File: config.mk
export PLATFORM = sky130hd
export DESIGN_NAME = piso8_serializer_flat
export DESIGN_NICKNAME = d
export VERILOG_FILES = /design/src/rtl/piso8_serializer_pkg.sv /design/src/rtl/piso8_serializer_if.sv /design/src/rtl/piso8_serializer_mux8to1.sv /design/src/rtl/piso8_serializer.sv /design/src/flat_wrapper.sv
export SDC_FILE = /design/constraint.sdc
export NUM_CORES = 1
export LEC_CHECK = 0
export BUFFER_PORTS_ARGS = -buffer_cell sky130_fd_sc_hd__buf_4
export CAP_MARGIN = 30
export CORE_MARGIN = 2
export CORE_UTILIZATION = 54
export DETAILED_ROUTE_END_ITERATION = 8
export PLACE_DENSITY = 0.8
export SETUP_SLACK_MARGIN = 0.15
export SKIP_LAST_GASP = 1
export SLEW_MARGIN = 10
export SYNTH_ARGS = -nofsm -noshare
export SYNTH_HDL_FRONTEND = slang
export SYNTH_SLANG_ARGS = --single-unit
File: constraint.sdc
create_clock -name clk -period 4.7 [get_ports clk]
set_input_delay 0.47 -clock clk [delete_from_list [all_inputs] [get_ports clk]]
set_output_delay 0.47 -clock clk [all_outputs]
set_load 0.01 [all_outputs]
File: src/rtl/piso8_serializer_pkg.sv
// Shared definitions for the serial blocks: byte width, bit-counter width and FSM encoding.
package piso8_serializer_pkg;

  localparam int BYTE_W = 8;
  localparam int CNT_W  = $clog2(BYTE_W);

  localparam logic [CNT_W-1:0] CNT_LAST = CNT_W'(BYTE_W - 1);

  typedef enum logic {
    IDLE  = 1'b0,
    SHIFT = 1'b1
  } state_e;

  // Mux select for the bit at position cnt; MSB-first walks the byte from the top (~cnt == 7-cnt).
  function automatic logic [CNT_W-1:0] bit_sel(input logic [CNT_W-1:0] cnt, input logic msb_first);
    return msb_first ? ~cnt : cnt;
  endfunction

endpackage

File: src/rtl/piso8_serializer_if.sv
// Load-side and serial-side handshake bundle of the byte serializer.
interface piso8_serializer_if;
  import piso8_serializer_pkg::*;

  logic              load_valid;
  logic              load_ready;
  logic [BYTE_W-1:0] data_in;
  logic              msb_first;
  logic              ser_ready;
  logic              ser_out;
  logic              ser_valid;
  logic              ser_last;
  logic              busy;

  modport master (
    output load_valid, data_in, msb_first, ser_ready,
    input  load_ready, ser_out, ser_valid, ser_last, busy
  );

  modport slave (
    input  load_valid, data_in, msb_first, ser_ready,
    output load_ready, ser_out, ser_valid, ser_last, busy
  );

endinterface

File: src/rtl/piso8_serializer_mux8to1.sv
// Plain 8:1 bit multiplexer with select {s2,s1,s0}.
module mux8to1 (
  input  logic [7:0] d_i,
  input  logic       s2_i,
  input  logic       s1_i,
  input  logic       s0_i,
  output logic       y_o
);

  logic [2:0] sel;

  assign sel = {s2_i, s1_i, s0_i};
  assign y_o = d_i[sel];

endmodule

File: src/rtl/piso8_serializer.sv
// Parallel-in/serial-out byte serializer with valid/ready on both sides and
// zero-gap back-to-back loading on the last-bit handshake.
module piso8_serializer
  import piso8_serializer_pkg::*;
#(
  parameter logic IDLE_LEVEL = 1'b0
) (
  input  logic               clk,
  input  logic               rst,
  piso8_serializer_if.slave  bus
);

  state_e            state_q, state_d;
  logic [CNT_W-1:0]  cnt_q, cnt_d;
  logic [BYTE_W-1:0] byte_q, byte_d;
  logic              msb_q, msb_d;

  logic             in_shift;
  logic             is_last;
  logic             load_hs;
  logic             bit_hs;
  logic [CNT_W-1:0] sel;
  logic             mux_y;

  assign in_shift = (state_q == SHIFT);
  assign is_last  = in_shift && (cnt_q == CNT_LAST);

  // A new byte may only enter when the register is empty or its last bit leaves this cycle.
  assign bus.load_ready = !in_shift || (bus.ser_ready && is_last);

  assign load_hs = bus.load_valid && bus.load_ready;
  assign bit_hs  = in_shift && bus.ser_ready;

  always_comb begin
    state_d = state_q;
    cnt_d   = cnt_q;
    byte_d  = byte_q;
    msb_d   = msb_q;
    if (load_hs) begin
      state_d = SHIFT;
      cnt_d   = '0;
      byte_d  = bus.data_in;
      msb_d   = bus.msb_first;
    end else if (bit_hs) begin
      cnt_d = cnt_q + 1'b1;
      if (is_last) begin
        state_d = IDLE;
      end
    end
  end

  always_ff @(posedge clk) begin
    if (rst) begin
      state_q <= IDLE;
      cnt_q   <= '0;
      byte_q  <= '0;
      msb_q   <= 1'b0;
    end else begin
      state_q <= state_d;
      cnt_q   <= cnt_d;
      byte_q  <= byte_d;
      msb_q   <= msb_d;
    end
  end

  assign sel = bit_sel(cnt_q, msb_q);

  mux8to1 u_mux (
    .d_i  (byte_q),
    .s2_i (sel[2]),
    .s1_i (sel[1]),
    .s0_i (sel[0]),
    .y_o  (mux_y)
  );

  assign bus.ser_out   = in_shift ? mux_y : IDLE_LEVEL;
  assign bus.ser_valid = in_shift;
  assign bus.ser_last  = is_last;
  assign bus.busy      = in_shift;

endmodule

File: src/flat_wrapper.sv
// flat-port wrapper written by rule: the top's interface ports become plain ports
module piso8_serializer_flat import piso8_serializer_pkg::*;
#(
  parameter logic IDLE_LEVEL = 1'b0
)
  (clk, rst, bus_load_valid, bus_data_in, bus_msb_first, bus_ser_ready, bus_load_ready, bus_ser_out, bus_ser_valid, bus_ser_last, bus_busy);
  piso8_serializer_if bus_i ();
  input  logic clk;
  input  logic rst;
  input wire logic [$bits(bus_i.load_valid)-1:0] bus_load_valid;
  input wire logic [$bits(bus_i.data_in)-1:0] bus_data_in;
  input wire logic [$bits(bus_i.msb_first)-1:0] bus_msb_first;
  input wire logic [$bits(bus_i.ser_ready)-1:0] bus_ser_ready;
  output wire logic [$bits(bus_i.load_ready)-1:0] bus_load_ready;
  output wire logic [$bits(bus_i.ser_out)-1:0] bus_ser_out;
  output wire logic [$bits(bus_i.ser_valid)-1:0] bus_ser_valid;
  output wire logic [$bits(bus_i.ser_last)-1:0] bus_ser_last;
  output wire logic [$bits(bus_i.busy)-1:0] bus_busy;
  assign bus_i.load_valid = bus_load_valid;
  assign bus_i.data_in = bus_data_in;
  assign bus_i.msb_first = bus_msb_first;
  assign bus_i.ser_ready = bus_ser_ready;
  assign bus_load_ready = bus_i.load_ready;
  assign bus_ser_out = bus_i.ser_out;
  assign bus_ser_valid = bus_i.ser_valid;
  assign bus_ser_last = bus_i.ser_last;
  assign bus_busy = bus_i.busy;
  piso8_serializer #(.IDLE_LEVEL(IDLE_LEVEL)) u_core (.clk(clk), .rst(rst), .bus(bus_i));
endmodule
==> reports/metrics.csv, run 1 <==
stage,metric,value,unit
setup_path,max_stage_delay,540,ps
floorplan,core,1300,µm²
timing,period_minus_slack,2180,ps
global_routing,grt_overflow,0,
floorplan,die_w,41.5,µm
clock_network,insertion_delay,280,ps
clock_network,ctsLongestPathBuffers,2,
timing,setup_viol,0,
final_layout,areaGrowthSynthToFinish,15.2,%
final_layout,drive_gt1_share,27.4,%
power,power_density,262,nW/µm²
placed_design,gp_congestion,0.765,
clock_network,clock_sinks,13,
setup_path,start_kind,flop,
setup_path,cp.arrival,1710,ps
clock_network,h-tree-depth,1,
synth,synth_cell_types,29,
timing,relSlewSlack,71.2,%
setup_path,endpoint_kind,output port,
timing,layout_worst_path_cycle_share,46.3,%
final_layout,diodes,0,
outcome,status,completed,
final_layout,fin_util,67.1,%
synth,synthArstFlopShare,0,%
placed_design,dp_hpwl,1.00,mm
routing,routed_wl,1.37,mm
clock_network,cts_resized,0,
floorplan,dieArea,1720,µm²
timing,setup_slack,2520,ps
floorplan,io_pins,18,
setup_path,rrSetupSlack,2940,ps
clock_network,postCtsSetupRepairBufs,0,
synth,synth_warnings,0,
synth,synth_ff_type,dfxtp_1,
routing,avgViaCountPerCell,5.57,
global_routing,grt_pass1_vias,591,
setup_path,critical_path.max_fanout,12,
final_layout,design_area,873,µm²
floorplan,initial_core_util,58.3,%
final_layout,mostFrequentLayoutCells,"buf_4 (17), dfxtp_1 (13), mux2i_1 (12)",
routing,drt_iter0_markers,3,
floorplan,num_rows,13,
synth,yosysSeqAreaShare,34.3,%
timing,finClkSkew,0.834,ps
setup_path,slowest_stage,dfxtp_1,
power,ir_worst_vdd,0.000150,V
placed_design,post-place-ws,2830,ps
synth,netlist_area,758,µm²
setup_path,worstSetupPathType,reg2out,
routing,drc,0,
clock_network,cts_tree,yes,
setup_path,required,4230,ps
clock_network,cts_made_buffers,3,
final_layout,fin_nets,111,
routing,first_pass_iters,3,
hold_path,hold_path_class,in2reg,
final_layout,final_common_cell,buf_4,
global_routing,grtUsageTotal,18.7,%
clock_network,root_buffer,clkbuf_4,
power,power,229,µW
global_routing,grt_max_degree,16,
power,leakage,0.405,nW
timing,rsz0062_at_grt,no,
routing,wl_per_cell,12.5,µm
floorplan,die_height,41.5,µm
timing,slew_violations,0,
timing,setup-tns-final,0,ps
flow_run,cap_violations,0,
placed_design,dpl_cell_area,847,µm²
timing,timing.fmax,459,MHz
routing,vias,613,
timing,worst_pin_slew,431,ps
placed_design,io_buffers,17,
synth,synthCells,81,
clock_network,ctsHoldBuffers,0,
setup_path,crit_chain,mux2_2 -> nand2_1 -> o22ai_1 -> o211a_1 -> buf_4,
timing,hold_viol,0,
synth,synth_nets,96,
synth,yosys_register_bits,13,
synth,syn_avg_cell_area,9.36,µm²
global_routing,antenna_found_initial,0,
routing,postRouteAntennaNets,0,
global_routing,grt_pass1_wl,2.52,mm
synth,synth_edf_count,0,
clock_network,clk_pin_slew,80,ps
## per-layer routing
metal  share of wire [%]  GRT usage [%]  up-vias  wire length (µm)
met3                 4.5           3.04        5                62
met4                 2.7           9.68        0                37
met5                   0              0        -                 0
met2                  48           32.2       15               655
li1                    -              -      316                 -
met1                  45           22.0      277               616
## worst max-delay path, delay by kind of cell, from the launching register on
kind,cells,cell delay [ps]
compound gates,2,300
buf+inv,1,140
flops,1,540
mux,1,380
simple gates,1,70
## metrics by stage
step | std cells | hold WS, ps
2_1_floorplan | 81 | 453
3_3_place_gp | 106 | 476
3_5_place_dp | 106 | 485
4_1_cts | 110 | 418
5_1_grt | 110 | 430
6_report | 110 | 419
## cells by family (layout without fill, tap and decap cells)
logic type / after synthesis / count (layout) / synth area share [%]
buf+inv: 10 / 24 / 9.08
fa+ha+maj: 2 / 2 / 3.30
xor+xnor: 1 / 1 / 1.16
simple gates: 29 / 29 / 22.4
flops: 13 / 13 / 34.3
compound gates: 13 / 13 / 12.4
mux: 13 / 13 / 17.3
## registers in the layout (all words and copies together) (netlist names)
| name | flops |
|---|---|
| u_core.bus.busy | 1 |
| u_core.byte_q | 8 |
| u_core.cnt_q | 3 |
| u_core.msb_q | 1 |
## area by class of cell
cell class              instances  area, µm²
repair buffers                 17        128
flip-flops and latches         13        260
inverters                       3       11.3
clock buffers                   4       26.3
fillers                       109        428
multi-input cells              58        429
well taps                      15       18.8
## where the power goes
part	internal [mW]	switching (mW)	total, mW
clock network	0.0330	0.0377	0.0707
registers	0.116	0.00587	0.122
logic	0.0215	0.0153	0.0368
total	0.170	0.0589	0.229
## synth_stat cells, types with 2 or more instances
| library cell | n | share of area, % |
|---|---|---|
| buf_2 | 3 | 2.0 |
| dfxtp_1 | 13 | 34 |
| nand2_1 | 3 | 1.5 |
| nor2_1 | 10 | 5.0 |
| ha_1 | 2 | 3.3 |
| a31oi_1 | 2 | 1.6 |
| inv_1 | 3 | 1.5 |
| and3b_1 | 4 | 4.6 |
| o22ai_1 | 3 | 2.5 |
| o21ai_0 | 2 | 1.3 |
| mux2i_1 | 12 | 16 |
| nor3_1 | 2 | 1.3 |
| nor3_2 | 2 | 2.6 |
| nand2b_1 | 3 | 2.5 |
| nor3b_1 | 2 | 2.0 |
| a21oi_1 | 2 | 1.3 |
## final timing paths
path,start,endpoint,cells past startpoint
max,u_core.cnt_q[0],bus_ser_out,5
min,bus_data_in[1],u_core.byte_q[1],3
min reg2reg,u_core.byte_q[7],u_core.byte_q[7],2
max reg2reg,u_core.cnt_q[1],u_core.byte_q[3],6
(Power assumes the default switching activity.)
==> inputs of run 2 (changes only) <==
--- a/config.mk
+++ b/config.mk
@@ -8,9 +8,9 @@
 export BUFFER_PORTS_ARGS = -buffer_cell sky130_fd_sc_hd__buf_4
 export CAP_MARGIN = 30
 export CORE_MARGIN = 2
-export CORE_UTILIZATION = 54
+export CORE_UTILIZATION = 46
 export DETAILED_ROUTE_END_ITERATION = 8
-export PLACE_DENSITY = 0.8
+export PLACE_DENSITY = 0.73
 export SETUP_SLACK_MARGIN = 0.15
 export SKIP_LAST_GASP = 1
 export SLEW_MARGIN = 10
==> constraint.sdc (replaced) <==
create_clock -name clk -period 2 [get_ports clk]
set_input_delay 0.2 -clock clk [delete_from_list [all_inputs] [get_ports clk]]
set_output_delay 0.2 -clock clk [all_outputs]
set_load 0.01 [all_outputs]
==> run 2 against run 1 <==
  * Sequential cell count unchanged
  * Clock skew up 2.7 ps
  * Wire length about the same
  * Critical path depth up 1
  * Die area up 16%
  * Sequential share of layout area down 0.062 points
  * Hold slack worse by 270 ps
  * Count of clock-buffer cells in the layout unchanged
  * Design area up 3.6%
  * First-iteration DRC count rose to 2.7 times the previous value
  * Critical path type unchanged
  * Largest cell class unchanged
==> reports/metrics.csv, run 2 (synthesis results as in run 1) <==
stage,metric,value,unit,change
outcome,status,completed,,
clock_network,h-tree-depth,1,,unchanged
placed_design,post-place-ws,384,ps,-2450 ps
timing,timing.fmax,561,MHz,
clock_network,cts_resized,2,,+2
placed_design,dpl_cell_area,863,µm²,+1.9%
final_layout,largest_register,u_core.byte_q,,
setup_path,worstSetupPathType,reg2out,,
timing,setup_viol,0,,unchanged
routing,avgViaCountPerCell,5.57,,-0.11%
routing,postRouteAntennaNets,0,,unchanged
timing,worst_pin_slew,218,ps,-213 ps
global_routing,grt_overflow,0,,unchanged
setup_path,reg2reg_depth,6,,unchanged
setup_path,max_stage_delay,380,ps,-160 ps
floorplan,die_w,44.6,µm,+7.5%
clock_network,ctsHoldBuffers,0,,unchanged
timing,setup-tns-final,0,ps,unchanged
final_layout,fin_nets,113,,+1.8%
setup_path,required,1800,ps,-2430 ps
final_layout,mostFrequentLayoutCells,"buf_4 (19), mux2i_1 (12), nor2_1 (10), dfxtp_1 (10), and3b_1 (4)",,
routing,vias,629,,+2.6%
timing,finClkSkew,3.56,ps,+2.73 ps
power,power,539,µW,+140%
placed_design,dp_hpwl,1.04,mm,+3.9%
clock_network,clock_sinks,13,,unchanged
routing,routed_wl,1.37,mm,about the same
final_layout,drive_gt1_share,33.0,%,+5.6 points
timing,rsz0062_at_grt,no,,
final_layout,instances_no_fill,113,,+2.7%
hold_path,hold_path_class,in2reg,,
timing,setup_slack,217,ps,-2310 ps
placed_design,gp_congestion,0.801,,+4.8%
setup_path,rrSetupSlack,460,ps,-2480 ps
setup_path,start_kind,flop,,
final_layout,fin_util,59.4,%,-7.8 points
clock_network,ctsLongestPathBuffers,2,,unchanged
power,power_density,596,nW/µm²,+130%
floorplan,core,1520,µm²,+17%
floorplan,dieArea,1990,µm²,+16%
final_layout,fillers,135,,+24%
setup_path,critical_path.max_fanout,7,,-5
hold_path,hold_start,bus_data_in[0],,
clock_network,cts_tree,yes,,
final_layout,largest_reg_flops,8,,unchanged
global_routing,grt_pass1_wl,2.58,mm,+2.5%
floorplan,io_pins,18,,unchanged
setup_path,endpoint_kind,output port,,
flow_run,cap_violations,0,,unchanged
routing,drc,0,,unchanged
power,ir_worst_vdd,0.000314,V,+110%
final_layout,reg_top3,"u_core.byte_q: 8 flops, u_core.cnt_q: 3 flops",,
floorplan,num_rows,14,,+1
setup_path,cp.arrival,1580,ps,-130 ps
setup_path,regToRegStartpoint,u_core.cnt_q[0],,
global_routing,grt_max_degree,15,,-1
setup_path,crit_chain,buf_4 -> nor2_1 -> a211oi_1 -> o22ai_1 -> o211a_1 -> buf_4,,
timing,slew_violations,0,,unchanged
timing,period_minus_slack,1780,ps,
routing,wl_per_cell,12.1,µm,-2.7%
hold_path,whs_path_depth,3,,unchanged
final_layout,diodes,0,,unchanged
timing,hold_viol,0,,unchanged
setup_path,timing.rr.end,u_core.byte_q[2],,
setup_path,slowest_stage,dfxtp_4,,
final_layout,design_area,905,µm²,+3.6%
timing,layout_worst_path_cycle_share,89.2,%,
global_routing,grt_pass1_vias,574,,-2.9%
clock_network,insertion_delay,280,ps,about the same
global_routing,top_usage_layer,met2,,
timing,timing.hold.ws,153,ps,-266 ps
timing,relSlewSlack,85.4,%,+14 points
power,leakage,0.422,nW,+4.2%
clock_network,root_buffer,clkbuf_4,,
global_routing,grtUsageTotal,17.7,%,-1.0 points
global_routing,grt.met3_usage,2.45,%,-0.59 points
floorplan,die_height,44.6,µm,+7.5%
placed_design,io_buffers,17,,unchanged
final_layout,final_common_cell,buf_4,,
final_layout,areaGrowthSynthToFinish,19.3,%,
floorplan,initial_core_util,49.8,%,-8.5 points
global_routing,antenna_found_initial,0,,unchanged
routing,first_pass_iters,4,,+1
clock_network,clk_pin_slew,80,ps,about the same
routing,drt_iter0_markers,8,,+5
placed_design,numPlacedInstances,109,,+2.8%
hold_path,whs_endpoint,u_core.byte_q[0],,
global_routing,met1_usage,24.3,%,+2.4 points
clock_network,cts_made_buffers,3,,unchanged
global_routing,grt.met2_usage,26.7,%,-5.5 points
setup_path,crit_path_frequent_cell,buf_4,,
clock_network,postCtsSetupRepairBufs,0,,unchanged
[run 2: cell types whose count changed in the layout (fill, tap and decap cells not counted), sizes merged]
cell / change
buf: +2
[run 2: power by group]
group / internal, mW / switching (mW)
clock: 0.0775 / 0.0880
combinational: 0.0524 / 0.0386
sequential: 0.270 / 0.0120
[run 2: worst max path at each step]
stage | from | end | slack [ps] | cells after the start
global placement | u_core.cnt_q[1] | bus_ser_out | 430 | 6
CTS | u_core.cnt_q[1] | bus_ser_out | 190 | 6
finish | u_core.cnt_q[0] | bus_ser_out | 220 | 6
floorplan | u_core.cnt_q[0] | u_core.byte_q[0] | 390 | 8
global route | u_core.cnt_q[1] | bus_ser_out | 150 | 6
detailed placement | u_core.cnt_q[1] | u_core.byte_q[2] | 380 | 6
[run 2: worst max-delay path: cells and delay by family (launching register included)]
| kind | cells | cell delay [ps] |
|---|---|---|
| AO/OA/AOI/OAI | 3 | 570 |
| AND/OR/NAND/NOR | 1 | 70 |
| buffers and inverters | 2 | 280 |
| flip-flops | 1 | 380 |
[run 2: per-layer routing]
layer,vias up,routed length [µm]
li1,321,-
met1,292,627
met2,14,649
met3,2,69
met4,0,24
met5,-,0
[run 2: final cells by class]
class | instances | area (µm²) | area share [%]
clock buffers | 4 | 26.3 | 2.90
inverters | 3 | 11.3 | 1.24
multi-input cells | 58 | 435 | 48.1
flip-flops and latches | 13 | 269 | 29.7
well taps | 16 | 20.0 | 2.21
repair buffers | 19 | 143 | 15.8
